### src/rtl/ntt_sched.sv
// Address/twiddle scheduler for the 256-point Kyber NTT/INTT: one butterfly beat per handshake over 7 layers,
// with a 256-beat scaling pass in INTT mode. All outputs are registered and hold while the beat is not accepted.
module ntt_sched (
    input  logic       clk,
    input  logic       rst_n,
    input  logic       start,
    input  logic       mode,
    input  logic       bf_ready,
    output logic       bf_valid,
    output logic [7:0] addr_a,
    output logic [7:0] addr_b,
    output logic [7:0] tw_addr,
    output logic [2:0] layer,
    output logic       scale,
    output logic       busy,
    output logic       done
);
    typedef enum logic [1:0] {S_IDLE, S_RUN, S_SCALE, S_DONE} state_t;

    state_t     state_q, state_d;
    logic       mode_q, mode_d;
    logic [2:0] l_q, l_d;
    logic [6:0] b_q, b_d, g_q, g_d, o_q, o_d;
    logic [7:0] sc_q, sc_d;

    logic       valid_q, valid_d, scale_q, scale_d, busy_q, busy_d, done_q, done_d;
    logic [7:0] addr_a_q, addr_a_d, addr_b_q, addr_b_d, tw_q, tw_d;
    logic [2:0] layer_q, layer_d;

    logic       accept;
    logic [3:0] lenlog_q, lenlog_d;
    logic [6:0] len_m1;
    logic [7:0] len_d, pa, pb, pt;
    logic [15:0] span;

    // log2 of the butterfly span: shrinks per layer for NTT, grows for INTT
    function automatic logic [3:0] lenlog_f(input logic m, input logic [2:0] l);
        return m ? ({1'b0, l} + 4'd1) : (4'd7 - {1'b0, l});
    endfunction

    assign accept   = valid_q & bf_ready;
    assign lenlog_q = lenlog_f(mode_q, l_q);
    assign len_m1   = 7'((8'd1 << lenlog_q) - 8'd1);

    always_comb begin
        state_d = state_q;
        mode_d  = mode_q;
        l_d     = l_q;
        b_d     = b_q;
        g_d     = g_q;
        o_d     = o_q;
        sc_d    = sc_q;
        unique case (state_q)
            S_IDLE: begin
                if (start) begin
                    state_d = S_RUN;
                    mode_d  = mode;
                    l_d     = 3'd0;
                    b_d     = 7'd0;
                    g_d     = 7'd0;
                    o_d     = 7'd0;
                    sc_d    = 8'd0;
                end
            end
            S_RUN: begin
                if (accept) begin
                    b_d = b_q + 7'd1;
                    if (o_q == len_m1) begin
                        o_d = 7'd0;
                        if (b_q == 7'd127) begin
                            g_d = 7'd0;
                            if (l_q == 3'd6) state_d = mode_q ? S_SCALE : S_DONE;
                            else             l_d = l_q + 3'd1;
                        end else begin
                            g_d = g_q + 7'd1;
                        end
                    end else begin
                        o_d = o_q + 7'd1;
                    end
                end
            end
            S_SCALE: begin
                if (accept) begin
                    if (sc_q == 8'd255) state_d = S_DONE;
                    else                sc_d = sc_q + 8'd1;
                end
            end
            S_DONE:  state_d = S_IDLE;
            default: state_d = S_IDLE;
        endcase
    end

    // payload of the beat addressed by the next-state counters
    always_comb begin
        lenlog_d = lenlog_f(mode_d, l_d);
        len_d    = 8'd1 << lenlog_d;
        span     = 16'(g_d) << (lenlog_d + 4'd1);
        pa       = span[7:0] + {1'b0, o_d};
        pb       = pa + len_d;
        pt       = mode_d ? ((8'd128 >> l_d) - 8'd1 - {1'b0, g_d})
                          : ((8'd1 << l_d) + {1'b0, g_d});
    end

    always_comb begin
        valid_d  = 1'b0;
        busy_d   = 1'b0;
        done_d   = 1'b0;
        scale_d  = 1'b0;
        addr_a_d = 8'd0;
        addr_b_d = 8'd0;
        tw_d     = 8'd0;
        layer_d  = 3'd0;
        unique case (state_d)
            S_RUN: begin
                valid_d  = 1'b1;
                busy_d   = 1'b1;
                addr_a_d = pa;
                addr_b_d = pb;
                tw_d     = pt;
                layer_d  = l_d;
            end
            S_SCALE: begin
                valid_d  = 1'b1;
                busy_d   = 1'b1;
                scale_d  = 1'b1;
                addr_a_d = sc_d;
                addr_b_d = sc_d;
                layer_d  = 3'd6;
            end
            S_DONE:  done_d = 1'b1;
            default: ;
        endcase
    end

    always_ff @(posedge clk) begin
        if (!rst_n) begin
            state_q  <= S_IDLE;
            mode_q   <= 1'b0;
            l_q      <= 3'd0;
            b_q      <= 7'd0;
            g_q      <= 7'd0;
            o_q      <= 7'd0;
            sc_q     <= 8'd0;
            valid_q  <= 1'b0;
            busy_q   <= 1'b0;
            done_q   <= 1'b0;
            scale_q  <= 1'b0;
            addr_a_q <= 8'd0;
            addr_b_q <= 8'd0;
            tw_q     <= 8'd0;
            layer_q  <= 3'd0;
        end else begin
            state_q  <= state_d;
            mode_q   <= mode_d;
            l_q      <= l_d;
            b_q      <= b_d;
            g_q      <= g_d;
            o_q      <= o_d;
            sc_q     <= sc_d;
            valid_q  <= valid_d;
            busy_q   <= busy_d;
            done_q   <= done_d;
            scale_q  <= scale_d;
            addr_a_q <= addr_a_d;
            addr_b_q <= addr_b_d;
            tw_q     <= tw_d;
            layer_q  <= layer_d;
        end
    end

    assign bf_valid = valid_q;
    assign addr_a   = addr_a_q;
    assign addr_b   = addr_b_q;
    assign tw_addr  = tw_q;
    assign layer    = layer_q;
    assign scale    = scale_q;
    assign busy     = busy_q;
    assign done     = done_q;
endmodule

### config.mk
export PLATFORM = sky130hd
export DESIGN_NAME = ntt_sched
export DESIGN_NICKNAME = d
export VERILOG_FILES = /design/src/rtl/ntt_sched.sv
export SDC_FILE = /design/constraint.sdc
export NUM_CORES = 1
export LEC_CHECK = 0
export ABC_AREA = 1
export BUFFER_PORTS_ARGS = -buffer_cell sky130_fd_sc_hd__buf_2
export CORE_UTILIZATION = 30
export DETAILED_ROUTE_END_ITERATION = 16
export GPL_ROUTABILITY_DRIVEN = 0
export GPL_TIMING_DRIVEN = 0
export PLACE_DENSITY = 0.45
export SYNTH_ARGS = -nofsm -noshare
export SYNTH_HDL_FRONTEND = slang
export SYNTH_SLANG_ARGS = --single-unit
### constraint.sdc
create_clock -name clk -period 9.9 [get_ports clk]
set_input_delay 2.475 -clock clk [delete_from_list [all_inputs] [get_ports clk]]
set_output_delay 2.475 -clock clk [all_outputs]
set_load 0.02 [all_outputs]
==> run metrics <==
Primary FF master, synth=dfxtp_1; clk root buf=clkbuf_16; final antenna-violating net count=0; DRT Pass-1 Iters=4; Critical R2R Capture=addr_b[7]; Filler Cell Count=1,946; HP Class=flop to flop; Seq cells post-synth=65; Worst Setup EP=addr_b[7]; Die Area=18,300 um^2; Total Routing Usage GR=17.5%; critical path's most frequent cell=nand2_1; largest net degree at the start of global routing=14; Post-CTS Setup Repair Bufs=0; synthesized area=5330 um^2; register area share after synthesis=24.4%; top post-synthesis cells by area=dfxtp_1 24%, ha_1 12%, nand2_1 11%; max_slew headroom=54.0%; Layout Skew=0.00946 ns; ys async rst share=0%; Synth Net Count=863; Hold Buf Count CTS=0; arrival time worst endpoint=7.90 ns; Initial Utilization=30.8%; Syn Area/Cell=6.62 um^2; Die W=135 um; TritonCTS Buffers=9; antenna violations before repair=0; HP Start=b_q[5]; Post-synth top cells=158 x nand2_1, 122 x inv_1, 106 x nor2_1, 66 x a21oi_1, 65 x dfxtp_1; cell count of the worst reg-to-reg path=47; post-synth cell types=49; fin area=6090 um^2; P&R area growth vs syn=14.2%; Critical R2R Launch=l_q[0]; Peak VDD IR=0.0863 mV; clock buffer depth=2; Final setup viols=0; Fin. Hold Viols=0; top cell type's share of synthesized area=24.4%; slowest cell delay on critical path=0.44 ns; Syn. warnings=0; count leader, synth=nand2_1; r2r setup slk=2.61 ns; Layout Nets=909; Pleak=2.91 nW; HPWL Detailed=12,000 um; Pwr Density=124 nW/um^2; Num Clock Sinks=65; DRC errors left=0; Worst-Margin Slew=0.689 ns; CP Data Required Time=10.18 ns; share of layout cells above drive strength 1=13.7%; Vias/cell=4.56; placed inst area=5780 um^2; H-tree Lvls=3; # diodes=0; RSZ-0062 raised after global routing=false; Post-synth EDFFs=0; Syn Inst Count=805; Synth area leader=dfxtp_1; fmax=0.131 GHz; CP startpoint=bf_ready; fin crit share=77.0%; fin. max-slew vios=0; post_cts resized=0; Tmin final=7.62 ns; first-pass GRT wire length=24,800 um; Die Ht=135 um; vias in the first global route=4,750; gr ovfl total=0; CP Launch Type=primary input; Core ar.=17,300 um^2; WL/cell=14.0 um; critical path's slowest cell=nor3_1; Routed Wire Length=15,100 um; max-cap violation count=0; final setup TNS=0 ns; io pins=36; row cnt=48; vias=4,924; crit path kind=primary input to flop; status=finished clean; Clock Pin Slew Worst Setup and Hold Paths=0.07 ns; Max Fanout on Critical Path=8; Worst-Skew Late Latency=0.34 ns; Crit. End Element=flop; FF/Latch Area=1300 um^2; multi-input logic area=3440 um^2; 1st-iter DRT viols=229; CTS tree=yes; port bufs=35
-- power breakdown --
group          leakage, nW  total (W)  switching [W]  internal [W]
Sequential           0.526   0.000273     0.00000399      0.000269
Combinational         2.24   0.000146       0.000101     0.0000456
Clock                0.143   0.000334       0.000137      0.000197
-- worst min-delay path by stage --
stage / cells past startpoint / end / slack, ns
4_1_cts: 1 / b_q[5] / 0.46
3_5_place_dp: 1 / b_q[5] / 0.45
5_1_grt: 1 / b_q[5] / 0.51
2_1_floorplan: 1 / b_q[5] / 0.42
6_report: 1 / b_q[5] / 0.46
3_3_place_gp: 1 / b_q[5] / 0.44
-- logic make-up (layout without fill, tap and decap cells) --
group                    count (synthesis)  in the layout  share of synthesized area [%]
AND/OR/NAND/NOR                        384            384                           34.1
buffers and inverters                  149            200                           10.9
AO/OA/AOI/OAI                          134            134                           14.3
flip-flops                              65             65                           24.4
adder cells (fa/ha/maj)                 53             53                           13.0
XOR/XNOR                                20             20                           3.29
-- stage by stage --
step	hold WS (ns)	setup WS, ns	total power, W	utilization, %	cells
4_1_cts	0.459	2.28	0.000764	35.2	1081
5_1_grt	0.506	1.71	0.000795	35.2	1081
3_5_place_dp	0.451	1.95	0.000426	33.4	1065
3_3_place_gp	0.438	1.88	0.000426	33.4	1065
6_report	0.460	2.28	0.000753	35.2	1081
2_1_floorplan	0.422	2.96	0.000388	-	805
-- area by class of cell --
type	instances	area share, %
Buffer	17	1.42
Clock buffer	9	3.70
Clock inverter	7	1.25
Inverter	132	8.14
Multi-Input combinational cell	591	56.6
Sequential cell	65	21.4
Tap cell	225	4.63
Timing Repair Buffer	35	2.88
-- state kept, by name (all words and copies together) (netlist names), 2 cells and up --
signal,cells
addr_a,8
addr_b,8
sc_q,8
tw_addr,8
b_q,7
g_q,7
o_q,7
l_q,3
layer,3
state_q,2
-- cells in the final DEF, fill, tap and decap left out, drive strengths merged, types with 2 or more instances in the layout --
cell type  instances
o211ai             2
nand3b             2
xnor2              6
ha                49
and2               2
o21bai             3
a21oi             67
nor4               3
nor3              17
o21ai             44
dfxtp             65
fa                 4
clkinv             3
clkinvlp           2
nor2             116
a211oi             5
buf               41
clkbuf            20
nand2            176
nand3             50
or2                2
xor2              14
inv              133
a21boi             2
nand4             15
o31ai              2
a31oi              4
-- routing by layer --
metal,wire (um),track usage (%)
met1,8090,25.0
met2,6590,27.4
met3,281,2.69
met4,137,4.00
met5,0,0
-- worst max-delay path: cells and delay by family --
family / cells / cell delay [ns]
simple gates: 19 / 2.33
fa+ha+maj: 5 / 1.47
buf+inv: 6 / 0.77
xor+xnor: 2 / 0.44
compound gates: 3 / 0.37
Note: power is estimated with default switching activity, not from simulation.
